===== config.mk =====
export PLATFORM = sky130hd
export DESIGN_NAME = comp_arb
export DESIGN_NICKNAME = d
export VERILOG_FILES = /design/src/rtl/comp_pkg.sv /design/src/rtl/comp_eval.sv /design/src/rtl/comp_arb.sv
export SDC_FILE = /design/constraint.sdc
export NUM_CORES = 1
export LEC_CHECK = 0
export ABC_CLOCK_PERIOD_IN_PS = 2600
export CAP_MARGIN = 20
export CORE_MARGIN = 1
export CORE_UTILIZATION = 38
export DETAILED_ROUTE_END_ITERATION = 6
export GPL_TIMING_DRIVEN = 0
export MAX_ROUTING_LAYER = met4
export PLACE_DENSITY = 0.69
export SYNTH_ARGS = -nofsm -noshare
export SYNTH_HDL_FRONTEND = slang
export SYNTH_SLANG_ARGS = --single-unit

===== constraint.sdc =====
create_clock -name clk -period 2.6 [get_ports clk]
set_input_delay 0.78 -clock clk [delete_from_list [all_inputs] [get_ports clk]]
set_output_delay 0.78 -clock clk [all_outputs]
set_load 0.03 [all_outputs]

===== src/rtl/comp_pkg.sv =====
// comp_pkg: shared definitions for the comp_arb shared-comparator controller.
//   - CMP_* : 3-bit compare-control encodings (1x0 / 1x1 alias EQ / NE)
//   - comp_state_e : controller FSM states
package comp_pkg;

  localparam logic [2:0] CMP_LT = 3'b000;
  localparam logic [2:0] CMP_LE = 3'b001;
  localparam logic [2:0] CMP_GT = 3'b010;
  localparam logic [2:0] CMP_GE = 3'b011;
  localparam logic [2:0] CMP_EQ = 3'b100;
  localparam logic [2:0] CMP_NE = 3'b101;

  typedef enum logic [1:0] {
    StIdle,
    StEval,
    StResp
  } comp_state_e;

endpackage


===== src/rtl/comp_eval.sv =====
// comp_eval: purely combinational compare evaluator.
// Ports:
//   a_i, b_i  : operands
//   ctrl_i    : compare control (see comp_pkg CMP_*)
//   uns_i     : 1 = unsigned magnitude compare, 0 = signed two's complement
//   res_o     : single result bit of the selected relation
module comp_eval
  import comp_pkg::*;
#(
  parameter int unsigned WIDTH = 32
) (
  input  logic [WIDTH-1:0] a_i,
  input  logic [WIDTH-1:0] b_i,
  input  logic [2:0]       ctrl_i,
  input  logic             uns_i,
  output logic             res_o
);

  logic grtr;
  logic eql;
  logic lt;

  always_comb begin
    eql = (a_i == b_i);
    if (uns_i) begin
      grtr = (a_i > b_i);
    end else begin
      grtr = ($signed(a_i) > $signed(b_i));
    end
    lt = ~grtr & ~eql;
    // ctrl[2] selects the equality group; ctrl[1] is don't-care there.
    res_o = ctrl_i[2] ? (eql ^ ctrl_i[0])
                      : ((ctrl_i[0] & eql) | (ctrl_i[1] & grtr) | (~ctrl_i[1] & lt));
  end

endmodule


===== src/rtl/comp_arb.sv =====
// comp_arb: two-requester round-robin controller around one shared comparator.
// Optional feature macro: CMP_UNSIGNED_EN (adds uns0/uns1 and unsigned compares).
// Ports:
//   clk, rst          : clock, synchronous active-high reset
//   req[1:0]          : per-requester request, held with stable operands until granted
//   a0/b0/ctrl0       : requester 0 operands and compare control
//   a1/b1/ctrl1       : requester 1 operands and compare control
//   uns0, uns1        : unsigned-compare select (CMP_UNSIGNED_EN only)
//   gnt[1:0]          : one-hot grant pulse, operands captured on that edge
//   rsp_valid/rsp_id  : registered result valid and owning requester
//   rsp_z             : registered result, zero-extended single bit
//   rsp_ready         : consumer accepts the result
module comp_arb
  import comp_pkg::*;
#(
  parameter int unsigned WIDTH = 32
) (
  input  logic             clk,
  input  logic             rst,
  input  logic [1:0]       req,
  input  logic [WIDTH-1:0] a0,
  input  logic [WIDTH-1:0] b0,
  input  logic [2:0]       ctrl0,
  input  logic [WIDTH-1:0] a1,
  input  logic [WIDTH-1:0] b1,
  input  logic [2:0]       ctrl1,
`ifdef CMP_UNSIGNED_EN
  input  logic             uns0,
  input  logic             uns1,
`endif
  output logic [1:0]       gnt,
  output logic             rsp_valid,
  output logic             rsp_id,
  output logic [WIDTH-1:0] rsp_z,
  input  logic             rsp_ready
);

  comp_state_e      state_q, state_d;
  logic             last_q, last_d;  // requester served most recently
  logic [WIDTH-1:0] a_q, a_d;
  logic [WIDTH-1:0] b_q, b_d;
  logic [2:0]       ctrl_q, ctrl_d;
  logic             id_q, id_d;
  logic             uns_q, uns_d;
  logic             rsp_valid_q, rsp_valid_d;
  logic             rsp_id_q, rsp_id_d;
  logic             rsp_bit_q, rsp_bit_d;

  logic             win_id;
  logic             eval_res;

  comp_eval #(
    .WIDTH (WIDTH)
  ) u_comp_eval (
    .a_i    (a_q),
    .b_i    (b_q),
    .ctrl_i (ctrl_q),
    .uns_i  (uns_q),
    .res_o  (eval_res)
  );

  // Requester 1 wins when it is the only one asking, or when both ask and
  // requester 0 was not the last one left waiting (i.e. 0 was served last).
  assign win_id = req[1] & (~req[0] | ~last_q);

  always_comb begin
    state_d     = state_q;
    last_d      = last_q;
    a_d         = a_q;
    b_d         = b_q;
    ctrl_d      = ctrl_q;
    id_d        = id_q;
    uns_d       = uns_q;
    rsp_valid_d = rsp_valid_q;
    rsp_id_d    = rsp_id_q;
    rsp_bit_d   = rsp_bit_q;
    gnt         = 2'b00;

    unique case (state_q)
      StIdle: begin
        if ((req != 2'b00) && !rst) begin
          gnt     = win_id ? 2'b10 : 2'b01;
          a_d     = win_id ? a1 : a0;
          b_d     = win_id ? b1 : b0;
          ctrl_d  = win_id ? ctrl1 : ctrl0;
          id_d    = win_id;
          last_d  = win_id;
`ifdef CMP_UNSIGNED_EN
          uns_d   = win_id ? uns1 : uns0;
`else
          uns_d   = 1'b0;
`endif
          state_d = StEval;
        end
      end
      StEval: begin
        rsp_bit_d   = eval_res;
        rsp_id_d    = id_q;
        rsp_valid_d = 1'b1;
        state_d     = StResp;
      end
      StResp: begin
        if (rsp_ready) begin
          rsp_valid_d = 1'b0;
          state_d     = StIdle;
        end
      end
      default: begin
        state_d = StIdle;
      end
    endcase
  end

  always_ff @(posedge clk) begin
    if (rst) begin
      state_q     <= StIdle;
      last_q      <= 1'b1;  // so requester 0 wins the first contested grant
      a_q         <= '0;
      b_q         <= '0;
      ctrl_q      <= 3'b000;
      id_q        <= 1'b0;
      uns_q       <= 1'b0;
      rsp_valid_q <= 1'b0;
      rsp_id_q    <= 1'b0;
      rsp_bit_q   <= 1'b0;
    end else begin
      state_q     <= state_d;
      last_q      <= last_d;
      a_q         <= a_d;
      b_q         <= b_d;
      ctrl_q      <= ctrl_d;
      id_q        <= id_d;
      uns_q       <= uns_d;
      rsp_valid_q <= rsp_valid_d;
      rsp_id_q    <= rsp_id_d;
      rsp_bit_q   <= rsp_bit_d;
    end
  end

  assign rsp_valid = rsp_valid_q;
  assign rsp_id    = rsp_id_q;
  assign rsp_z     = WIDTH'(rsp_bit_q);

endmodule


==> impl_metrics.py <==
metrics = {
    "run_status": {
        "outcome": "finished, final reports clean",
    },
    "placed_design": {
        "port_buffers": 143,
        "dp.cells": 798,
        "routabilityCongestion": 0.805,
        "dp_slack_ns": -1.14,
        "dp_hpwl_um": 9110,
        "place_area_um2": 6020,
    },
    "clock_network": {
        "cts_max_level": 3,
        "path_clk_slew_ns": 0.06,
        "hold_buffers": 0,
        "cts_tree": "yes",
        "clock_sinks": 74,
        "clock-root-buffer": "clkbuf_16",
        "cts_buffer_depth": 2,
        "clock_latency_ns": 0.32,
        "cts_buffers": 9,
    },
    "grt": {
        "grt_pass1_wl_um": 18400,
        "antenna_found_initial": 0,
        "grt_start_max_net_pins": 13,
        "grt_overflow": 0,
        "grtUsageTotal_pct": 20.7,
        "grt_pass1_vias": 3911,
    },
    "die": {
        "dieArea_um2": 11700,
        "floorplan.initialDensity_pct": 39.3,
        "ios": 175,
        "die_x_um": 108,
        "die_y_um": 108,
        "rows": 38,
        "design.core.area_um2": 10900,
    },
    "detailed_routing": {
        "wl_per_cell_um": 14.3,
        "firstDrtPassIters": 6,
        "drt_wl_total_um": 11700,
        "viasPerCell": 4.84,
        "drtIter0Drc": 128,
        "vias": 3986,
        "route.detailed.drc": 0,
        "ant_nets": 0,
    },
    "layout": {
        "fin_area_um2": 6540,
        "layout_commonest_cell": "clkdlybuf4s50_1",
        "drive_above_1_share_pct": 15.7,
        "post-route-util_pct": 59.8,
        "synthToLayoutAreaGrowth_pct": 52.0,
        "final_cell_mix": "clkdlybuf4s50_1 (138), nor2_1 (72), mux2i_1 (69)",
        "nets": 850,
        "instances_no_fill": 823,
        "insertedDiodeCount": 0,
    },
    "sta": {
        "period_needed_ns": 2.57,
        "final-hold-violation-count": 0,
        "tightest_slew_ns": 0.584,
        "fmax_ghz": 0.389,
        "worst_slack_ns": 0.0298,
        "setup_viol": 0,
        "fin_skew_ns": 0.00605,
        "rsz0062_at_grt": "false",
        "final_max_slew_viol_count": 0,
        "relSlewSlack_pct": 60.1,
        "post-route-period-util_pct": 98.9,
    },
    "setup_path": {
        "crit_required_ns": 1.82,
        "worstPathMaxFanout": 3,
        "path_cells": "buf_2 > or4_4 > clkinv_4 > and2_4 > buf_6",
        "cpMaxStageDelayCell": "or4_4",
        "crit_type": "input port to primary output",
        "cpPeakStageDelay_ns": 0.53,
        "crit_path_end_kind": "primary output",
        "worstSetupStartpointType": "input port",
        "cp.arrival_ns": 1.79,
    },
    "power_and_ir_drop": {
        "p_total_w": 0.00368,
        "internal-power_w": 0.00260,
        "power_frac_comb_pct": 30.0,
        "p_seq_share_pct": 35.9,
        "power.density_nw_per_um2": 563,
        "swShare_pct": 29.2,
        "net-switching-power_w": 0.00108,
        "ir_worst_vdd_mv": 0.371,
        "power.share.clock_pct": 34.2,
        "leakagePower_nw": 2.68,
    },
    "synthesis": {
        "synth_area_leader_cell": "dfxtp_1",
        "ys_warn_count": 0,
        "ys_types": 35,
        "synth_edf_count": 0,
        "syn_avg_cell_area_um2": 8.87,
        "synth_top_area_share_pct": 34.4,
        "ys_ff_latch": 74,
        "synth_seq_area_share_pct": 34.4,
        "synth_area_leaders": "dfxtp_1 (34%), mux2i_1 (16%), a211oi_1 (12%)",
        "syn_area_um2": 4300,
        "synth_ff_type": "dfxtp_1",
        "postSynthCellCount": 485,
        "synth-async-reset-ratio_pct": 0,
    },
    "run": {
        "maxCapViolations": 0,
    },
    "min_path": {
        "hp-class": "flop to flop",
    },
}
==> power by group through the flow <==
stage | clock network, W | logic [W] | registers (W)
after global placement | 0 | 0.000987 | 0.00133
final | 0.00126 | 0.00110 | 0.00132
after floorplan | 0 | 0.000640 | 0.00132
after global routing | 0.00132 | 0.00121 | 0.00133
after detailed placement | 0 | 0.00102 | 0.00133
after CTS | 0.00127 | 0.00105 | 0.00131
==> critical path: cells and delay by family <==
family | cells | cell delay (ns)
simple gates | 2 | 0.69
buf+inv | 3 | 0.33
==> synth_stat cells (2+ instances only) <==
cell type,n
nor2b_1,3
a21oi_1,19
buf_4,33
nor3_1,2
nand3_1,3
nor2_1,73
o21ai_0,3
mux2i_1,69
clkbuf_1,8
nor4_1,3
inv_1,34
and2_1,2
nand2_1,10
ha_1,33
a211oi_1,68
dfxtp_1,74
buf_2,21
nand4_1,9
a211o_1,2
==> cells by family (layout without fill, tap and decap cells) <==
group	count (synthesis)	count (layout)	share of synthesized area, %
flip-flops	74	74	34.4
multiplexers	69	69	16.1
other	1	31	0.0872
buffers and inverters	97	265	12.0
AO/OA/AOI/OAI	101	101	16.7
XOR/XNOR	1	1	0.204
adder cells (fa/ha/maj)	33	33	9.60
AND/OR/NAND/NOR	109	109	11.0
==> flip-flops by register name (all words and copies together), names as in the netlist <==
register   count
last_q         1
id_q           1
ctrl_q         3
rsp_id         1
a_q           32
rsp_bit_q      1
state_q        2
b_q           32
rsp_valid      1
==> final timing paths <==
check             startpoint         to  slack (ns)  cells past startpoint
setup / recovery         rst     gnt[1]        0.03                      5
setup reg to reg     b_q[27]  rsp_bit_q        0.18                     12
hold / removal        last_q     last_q        0.46                      1
hold reg to reg       last_q     last_q        0.46                      1
==> through the flow <==
step / hold slack, ns / setup TNS [ns]
after floorplan: 0.431 / 0
after global placement: 0.438 / -11.93
after detailed placement: 0.447 / -13.45
after CTS: 0.456 / 0
after global routing: 0.491 / 0
final: 0.458 / 0
==> layout make-up <==
| type | count | area [um^2] |
|---|---|---|
| plain buffers | 62 | 408 |
| multi-input cells | 344 | 2530 |
| fillers | 953 | 4400 |
| repair buffers | 152 | 1490 |
| well taps | 140 | 175 |
| clock inverters | 4 | 50.0 |
| clock buffers | 12 | 256 |
| inverters | 35 | 136 |
| flip-flops and latches | 74 | 1490 |
==> metal layers <==
layer  vias up  global-route usage (%)  routed length [um]
met2       139                    35.8                5670
met4         0                    5.50                  98
met3         6                    3.44                 800
met5         -                       -                   0
li1       2044                       -                   -
met1      1797                    24.8                5170
==> what timing repair did <==
| item | in CTS | in global routing |
|---|---|---|
| buffers inserted | 4 | 5 |
| setup endpoints to repair | 2 | 3 |
| resized for setup | 37 | 21 |
| pin swaps | 2 | 11 |
Power figures use the tool's default switching activity.
